==> src/rtl/shift_mult_ctrl_pkg.sv <==
// ---------------------------------------------------------------------------
// shift_mult_ctrl_pkg
// Shared definitions for the serial shift-multiplier sequencing controller:
//   - WIDTH_DEF : default operand width (product is 2*WIDTH_DEF bits)
//   - state_t   : controller FSM state encoding, also exported for debug
// ---------------------------------------------------------------------------
package shift_mult_ctrl_pkg;

  localparam int WIDTH_DEF = 6;

  typedef enum logic [2:0] {
    ST_IDLE    = 3'd0,
    ST_LOAD    = 3'd1,
    ST_SHIFT   = 3'd2,
    ST_CAPTURE = 3'd3,
    ST_RESP    = 3'd4
  } state_t;

endpackage : shift_mult_ctrl_pkg

==> src/rtl/shift_mult_ctrl_rr_arb2.sv <==
// ---------------------------------------------------------------------------
// rr_arb2
// Two-requester round-robin arbiter.
// Ports:
//   clk, rst  : clock, synchronous active-high reset (pointer -> 0)
//   req[1:0]  : request bits
//   adv       : a grant was taken this cycle; move the pointer
//   gnt[1:0]  : one-hot grant, or zero when nothing is requested
//   id        : index of the granted requester (0 when none)
// A lone requester always wins; the pointer only breaks ties. After an
// advance the pointer favours the requester that was not granted.
// ---------------------------------------------------------------------------
module rr_arb2 (
  input  logic       clk,
  input  logic       rst,
  input  logic [1:0] req,
  input  logic       adv,
  output logic [1:0] gnt,
  output logic       id
);

  logic r_ptr;
  logic [1:0] w_gnt;

  always_comb begin
    w_gnt = 2'b00;
    case (req)
      2'b01:   w_gnt = 2'b01;
      2'b10:   w_gnt = 2'b10;
      2'b11:   w_gnt = r_ptr ? 2'b10 : 2'b01;
      default: w_gnt = 2'b00;
    endcase
  end

  assign gnt = w_gnt;
  assign id  = w_gnt[1];

  always_ff @(posedge clk) begin
    if (rst) begin
      r_ptr <= 1'b0;
    end else if (adv) begin
      r_ptr <= ~w_gnt[1];
    end
  end

endmodule : rr_arb2

==> src/rtl/shift_mult_ctrl.sv <==
// ---------------------------------------------------------------------------
// shift_mult_ctrl
// Sequencing controller for an external serial left-shift multiplier.
// Arbitrates between two requesters, clears the datapath, feeds the
// multiplier operand one bit per cycle (LSB first) while holding the
// multiplicand, captures the product and returns it tagged with the id.
//
// Ports:
//   clk, rst              : clock, synchronous active-high reset
//   req_valid/req_ready   : per-requester request handshake (2 bits)
//   req_x0/1, req_y0/1    : multiplier / multiplicand per requester
//   dp_load, dp_x, dp_y   : datapath clear, current X bit, multiplicand
//   dp_p                  : datapath accumulated product (2*WIDTH)
//   rsp_valid/rsp_ready   : response handshake
//   rsp_p, rsp_id         : product and issuing requester
//   busy                  : controller not in IDLE
//   dbg_state             : current FSM state, for observation only
//
// Handshake: a transfer happens on a rising edge where valid and ready are
// both high. req_ready is only raised in IDLE and only for the arbiter's
// grant; it depends on req_valid and the state register, never on
// rsp_ready. rsp_valid stays high with rsp_p/rsp_id frozen until rsp_ready.
// ---------------------------------------------------------------------------
module shift_mult_ctrl
  import shift_mult_ctrl_pkg::*;
#(
  parameter int WIDTH = WIDTH_DEF
) (
  input  logic                 clk,
  input  logic                 rst,
  input  logic [1:0]           req_valid,
  output logic [1:0]           req_ready,
  input  logic [WIDTH-1:0]     req_x0,
  input  logic [WIDTH-1:0]     req_x1,
  input  logic [WIDTH-1:0]     req_y0,
  input  logic [WIDTH-1:0]     req_y1,
  output logic                 dp_load,
  output logic                 dp_x,
  output logic [WIDTH-1:0]     dp_y,
  input  logic [2*WIDTH-1:0]   dp_p,
  output logic                 rsp_valid,
  input  logic                 rsp_ready,
  output logic [2*WIDTH-1:0]   rsp_p,
  output logic                 rsp_id,
  output logic                 busy,
  output state_t               dbg_state
);

  localparam int K_W = $clog2(WIDTH + 1);
  localparam logic [K_W-1:0] K_LAST = K_W'(WIDTH - 1);

  state_t               r_state;
  logic [K_W-1:0]       r_k;
  logic [WIDTH-1:0]     r_x;
  logic [WIDTH-1:0]     r_y;
  logic                 r_id;
  logic                 r_dp_load;
  logic                 r_dp_x;
  logic [WIDTH-1:0]     r_dp_y;
  logic                 r_rsp_valid;
  logic [2*WIDTH-1:0]   r_rsp_p;
  logic                 r_rsp_id;

  logic [1:0]           w_arb_req;
  logic [1:0]           w_gnt;
  logic                 w_gnt_id;
  logic                 w_accept;
  logic [K_W-1:0]       w_k_next;

  // Requests are only visible to the arbiter in IDLE, so ready is zero
  // whenever busy and the pointer can only advance on a real accept.
  assign w_arb_req = (r_state == ST_IDLE) ? req_valid : 2'b00;
  assign w_accept  = |w_gnt;
  assign w_k_next  = r_k + K_W'(1);

  rr_arb2 u_arb (
    .clk (clk),
    .rst (rst),
    .req (w_arb_req),
    .adv (w_accept),
    .gnt (w_gnt),
    .id  (w_gnt_id)
  );

  always_ff @(posedge clk) begin
    if (rst) begin
      r_state     <= ST_IDLE;
      r_k         <= '0;
      r_x         <= '0;
      r_y         <= '0;
      r_id        <= 1'b0;
      r_dp_load   <= 1'b0;
      r_dp_x      <= 1'b0;
      r_dp_y      <= '0;
      r_rsp_valid <= 1'b0;
      r_rsp_p     <= '0;
      r_rsp_id    <= 1'b0;
    end else begin
      case (r_state)
        ST_IDLE: begin
          if (w_accept) begin
            r_x       <= w_gnt_id ? req_x1 : req_x0;
            r_y       <= w_gnt_id ? req_y1 : req_y0;
            r_id      <= w_gnt_id;
            r_dp_load <= 1'b1;
            r_dp_x    <= 1'b0;
            r_dp_y    <= w_gnt_id ? req_y1 : req_y0;
            r_state   <= ST_LOAD;
          end
        end
        ST_LOAD: begin
          // Outputs are registered, so the first X bit is staged here.
          r_dp_load <= 1'b0;
          r_dp_x    <= r_x[0];
          r_k       <= '0;
          r_state   <= ST_SHIFT;
        end
        ST_SHIFT: begin
          if (r_k == K_LAST) begin
            r_dp_x  <= 1'b0;
            r_k     <= '0;
            r_state <= ST_CAPTURE;
          end else begin
            r_dp_x  <= r_x[w_k_next];
            r_k     <= w_k_next;
          end
        end
        ST_CAPTURE: begin
          // The last shift edge has landed, dp_p now holds the full product.
          r_rsp_p     <= dp_p;
          r_rsp_id    <= r_id;
          r_rsp_valid <= 1'b1;
          r_dp_y      <= '0;
          r_state     <= ST_RESP;
        end
        ST_RESP: begin
          if (rsp_ready) begin
            r_rsp_valid <= 1'b0;
            r_state     <= ST_IDLE;
          end
        end
        default: begin
          r_state <= ST_IDLE;
        end
      endcase
    end
  end

  assign req_ready = w_gnt;
  assign dp_load   = r_dp_load;
  assign dp_x      = r_dp_x;
  assign dp_y      = r_dp_y;
  assign rsp_valid = r_rsp_valid;
  assign rsp_p     = r_rsp_p;
  assign rsp_id    = r_rsp_id;
  assign busy      = (r_state != ST_IDLE);
  assign dbg_state = r_state;

endmodule : shift_mult_ctrl

==> config.mk <==
export PLATFORM = sky130hd
export DESIGN_NAME = shift_mult_ctrl
export DESIGN_NICKNAME = d
export VERILOG_FILES = /design/src/rtl/shift_mult_ctrl_pkg.sv /design/src/rtl/shift_mult_ctrl_rr_arb2.sv /design/src/rtl/shift_mult_ctrl.sv
export SDC_FILE = /design/constraint.sdc
export NUM_CORES = 1
export LEC_CHECK = 0
export ABC_AREA = 1
export CAP_MARGIN = 20
export CORE_AREA = 2 2 78 80
export CTS_BUF_LIST = sky130_fd_sc_hd__clkbuf_8
export CTS_CLUSTER_DIAMETER = 60
export DETAILED_ROUTE_END_ITERATION = 7
export DIE_AREA = 0 0 80 82
export SYNTH_ARGS = -nofsm -noshare
export SYNTH_HDL_FRONTEND = slang
export SYNTH_HIERARCHICAL = 1
export SYNTH_SLANG_ARGS = --single-unit
==> constraint.sdc <==
create_clock -name clk -period 4.77 [get_ports clk]
set_input_delay 0.7155 -clock clk [delete_from_list [all_inputs] [get_ports clk]]
set_output_delay 0.7155 -clock clk [all_outputs]
set_load 0.01 [all_outputs]
* After elaboration in Yosys (flattened, before gate mapping)
Cells that the tools add are included.
** Word-level totals
- Bits in registers :: 36
- Output and inout bits :: 28
- Logic and storage cells :: 61
** Operators by class
- Add/sub/neg operators :: 1
- Order comparisons :: 1
- Equal/unequal tests :: 11
- Multiplexer cells :: 22
- Bitwise operators :: 1
- Reductions and logical operators :: 14
** Operators with widths (number)
- 6-bit two-way mux :: 3
- 3-bit case mux with 5 select lines :: 1
- 3-bit two-way mux :: 4
- 6-bit case mux with 2 select lines :: 1
- 2-bit AND reduction :: 5
- 2-bit nonzero test :: 4
- 3-bit by 2-bit == test with 1-bit output, second input constant :: 2
- 3-bit == test, second input constant :: 2
- 2-bit case mux with 3 select lines :: 1
- 3-bit case mux with 2 select lines :: 1
- 3-bit nonzero test :: 2
- 1-bit two-way mux :: 5
- 2-bit == test, second input constant :: 2
- 3-bit by 4-bit less-than comparator with 1-bit output, second input constant :: 1
- 2-bit two-way mux :: 2
- 2-bit inequality test, second input constant :: 2
- 1-bit case mux with 2 select lines :: 2
- 3-bit by 1-bit adder with 3-bit output, second input constant :: 1
- 1-bit binary-select mux with 3-bit select :: 1
- 3-bit by 1-bit == test with 1-bit output, second input constant :: 1
- 3-bit logical NOT :: 1
- 1-bit case mux with 3 select lines :: 1
- 3-bit AND reduction :: 1
- 2-bit by 1-bit == test with 1-bit output, second input constant :: 1
- 3 further kinds :: 3

* Longest topological paths before layout
- Depth in word-level cells :: 7
- Mapped depth :: 13
- Gate-level depth less buffers :: 12

* By module
Netlist, hierarchy kept.
** By module, submodules not included
- shift_mult_ctrl :: times used 1, cells an instance 202, area an instance 1544.0 um2
- rr_arb2 :: times used 1, cells an instance 12, area an instance 73.8 um2

* Worst setup path after synthesis
OpenSTA, ideal clock, no wires.
- Kind :: input to register
- From :: input req_valid[1]
- To :: register r_dp_y[0] (netlist: dp_y[0])
- Arrival :: 2029 ps
- Data required time :: 4638 ps
- Path slack :: 2609 ps
- Stages on the path :: 12
- Buffers on the path :: 1
- Cell sequence :: inv_1 > nor2_1 > a21boi_2 > nor2_1 > buf_4 > inv_1 > a21oi_4 > inv_2 > nand2_1 > inv_1 > nand2_1 > a21oi_1
** On the way
- Longest elaborated chain between the ends :: 6
** Ends and longest elaborated chain
- from (decl) :: RTL line shift_mult_ctrl.sv:31 : input logic [1:0] req_valid,
- 2-bit two-way mux (*) :: RTL line shift_mult_ctrl.sv:72 : assign w_arb_req = (r_state == ST_IDLE) ? req_valid : 2'b00;
- net w_arb_req[1] :: RTL line shift_mult_ctrl.sv:64 : logic [1:0] w_arb_req;
- 2-bit == test or 2-bit by 1-bit == test with 1-bit output (tied branches) :: RTL line shift_mult_ctrl_rr_arb2.sv:27 : case (req)
- 2-bit case mux with 3 select lines (*) :: RTL line shift_mult_ctrl_rr_arb2.sv:27
- net req_ready[0] :: RTL line shift_mult_ctrl.sv:32 : output logic [1:0] req_ready,
- 2-bit OR reduction (*) :: RTL line shift_mult_ctrl.sv:73 : assign w_accept = |w_gnt;
- 2-bit by 1-bit inequality test with 1-bit output (no line) (*)
- 2-bit AND reduction (no line) (*)
- to (signal assigned) :: RTL line shift_mult_ctrl.sv:107 : r_dp_y <= w_gnt_id ? req_y1 : req_y0;
- to (decl) :: RTL line shift_mult_ctrl.sv:59 : logic [WIDTH-1:0] r_dp_y;
The timed path passes the listed nets; every way through them passes the cells marked *. The select of a mux whose other input is x is not followed.
A chain may end at the register's enable or synchronous reset.

* Worst setup path in the final report
- From :: input req_valid[1]
- To :: output req_ready[1]
** On the way
- Longest elaborated chain between the ends :: 3
** Ends and longest elaborated chain (RTL line)
- 2-bit two-way mux (*) :: shift_mult_ctrl.sv:72
- net w_arb_req[1] :: shift_mult_ctrl.sv:64
- 2-bit == test or 2-bit by 1-bit == test with 1-bit output (tied branches) :: shift_mult_ctrl_rr_arb2.sv:27
- 2-bit case mux with 3 select lines (*) :: shift_mult_ctrl_rr_arb2.sv:27
- to (decl) :: shift_mult_ctrl.sv:32
The timed path passes the listed nets; every way through them passes the cells marked *.

==> results.yml <==
power_and_ir_drop:
  power_mw: 1.236
  power_density_nw_per_um2: 508.7
  p_leak_nw: 0.9830
  ir_drop_mv: 0.1763
job:
  maxCapViolCount: 0
timing:
  worst_pin_slew_ps: 615.0
  slew_violations: 0
  finalCritPeriodShare: 0.6663
  finClkSkew_ps: 2.711
  finalHoldViolations: 0
  setup-tns-final_ps: 0
  grt_setup_unrepaired: "false"
  setup_slack_ps: 1592
  finalSetupViolCount: 0
  max_freq_ghz: 0.3146
  period_needed_ps: 3178
  relSlewSlack: 0.5896
worst_setup_path:
  cp.depth: 7
  start_kind: "primary input"
  cpPeakStageDelay_ps: 580
  cp_data_required_time_ps: 4050
  crit_path_end_kind: "output pin"
  path_class: "in -> out"
  cpLargestDelayFamily: "buffers and inverters"
  arrival_ps: 2460
  worstPathMaxFanout: 15
  rr_worst_depth: 13
  cp_num_buf_inv: 4
  crit_chain: "clkdlybuf4s50_1, inv_1, nor2_1, a21boi_2, nor2_1, buf_4, clkdlybuf4s50_1"
  cp_slowest_cell: "clkdlybuf4s50_1"
routing:
  drt-wirelength-per-cell_um: 11.43
  dr.pass1.iters: 4
  drt_iter0_markers: 52
  viasPerCell: 4.482
  vias: 1600
  ant_nets: 0
  drc: 0
  wl_um: 4079
finish:
  final_area_um2: 2430
  layout_commonest_cell: "clkdlybuf4s50_1"
  drive_gt1_frac: 0.06738
  final_core_util: 0.4229
  antenna_cells: 0
  final_cell_mix: "clkdlybuf4s50_1, nand2_1, dfxtp_1"
  finalNetCount: 325
  syn_to_final_growth_pct: 50.19
clock_tree:
  cts_buffer_depth: 2
  cts_buffers: 5
  htree_levels: 2
  cts_setup_buffers: 0
  holdBufCountCts: 0
  clkSlewWorstSetupHoldPaths_ps: 70
  clock_latency_ps: 280
  cts_tree: "yes"
  cts_root_buf: "clkbuf_8"
  ctsResizeCount: 0
  cts.sinks: 36
floorplanning:
  initial_core_util: 0.2816
  core_area_um2: 5746
  io_pins: 69
  die_y_um: 82
  dieArea_um2: 6560
  num_rows: 28
  die_w_um: 80
synthesis:
  yosysTopAreaCell: "dfxtp_1"
  synth_top_area_frac: 0.4455
  synthCells: 214
  ys_types: 22
  ys_seq_area_frac: 0.4455
  netlist_top_cells_area: "dfxtp_1, nand2_1, nor2_1, o21ai_0, a21oi_1"
  synth-seq-cells: 36
  synth_area_um2: 1618
  syn_nets: 257
  syn_avg_cell_area_um2: 7.560
  synth_warnings: 6
placement:
  pre_cts_ws_ps: 1568
  portBuffers: 68
  dpl.hpwl_um: 2977
  placed_cell_area_um2: 2352
  gp_congestion: 0.7840
global_routing:
  grtUsageMet2: 0.2008
  grt_pass1_wl_um: 6534
  grt_use_met3: 0.03516
  grt_max_degree: 23
  grt.busiest_layer: "met2"
  antenna_found_initial: 0
  grt_pass1_vias: 1455
  gr-total-overflow: 0
  use_met1: 0.1621
  grt_util_all_layers: 0.1264
outcome:
  status: "finished clean"
hold_path:
  holdPathStages: 2
  hold_path.class: "reg -> reg"
final timing paths:
kind | startpoint | end | slack [ps]
max | req_valid[1] | req_ready[1] | 1590
max reg2reg | dbg_state[1] | dp_y[1] | 2370
min | dp_y[0] | dp_y[0] | 460
min reg2reg | dp_y[0] | dp_y[0] | 460
cell families (layout without fill, tap and decap cells):
kind of cell | count (synthesis) | after routing | share of synthesized area
flip-flops | 36 | 36 | 0.4455
adder cells (fa/ha/maj) | 2 | 2 | 0.01547
buffers and inverters | 31 | 99 | 0.08275
multiplexers | 12 | 12 | 0.07888
AND/OR/NAND/NOR | 85 | 85 | 0.2181
AO/OA/AOI/OAI | 48 | 48 | 0.1593
state kept, by name, indices dropped and copies added (netlist names):
register / count
dp_y: 6
dbg_state: 3
rsp_valid: 1
dp_x: 1
rsp_id: 1
r_id: 1
r_x: 6
u_arb/r_ptr: 1
r_k: 3
dp_load: 1
rsp_p: 12
tightest hold or removal path, stage by stage (launching register included):
cell	delay, ps
dfxtp_1	310
nand2_1	60
a21oi_1	50
layer usage:
| layer | up-vias | wire length, um |
|---|---|---|
| li1 | 827 | - |
| met4 | 0 | 59 |
| met5 | - | 0 |
| met3 | 7 | 331 |
| met1 | 710 | 1973 |
| met2 | 56 | 1714 |
report_power, final:
part	switching (mW)	internal, mW	leakage [nW]
Combinational	0.312	0.284	0.643
Sequential	0.0547	0.384	0.294
Clock	0.103	0.0971	0.0452
synth_stat cells:
master	count
nand2_1	37
dfxtp_1	36
nor2_1	34
o21ai_0	25
a21oi_1	21
inv_1	21
nand3_1	9
mux2_2	6
mux2i_1	6
buf_2	2
buf_4	2
clkbuf_1	2
ha_1	2
inv_2	2
nand4_1	2
a21boi_2	1
a21oi_4	1
buf_1	1
buf_6	1
nand2_4	1
nor2_4	1
nor4_1	1
stage by stage:
step | cells | hold WS [ps]
2_1_floorplan | 214 | 429.1
3_3_place_gp | 350 | 451.1
3_5_place_dp | 350 | 452.6
4_1_cts | 357 | 463.4
5_1_grt | 357 | 480.4
6_report | 357 | 464.7
final cells by class:
type,instances,area [um^2]
inverter,23,86.33
tap,75,93.84
sequential,36,720.7
clock inverter,2,8.758
timing repair buffer,69,688.2
multi-input combinational,147,763.2
fill,602,3316
clock buffer,5,68.82
Note: power is estimated with default switching activity, not from simulation.
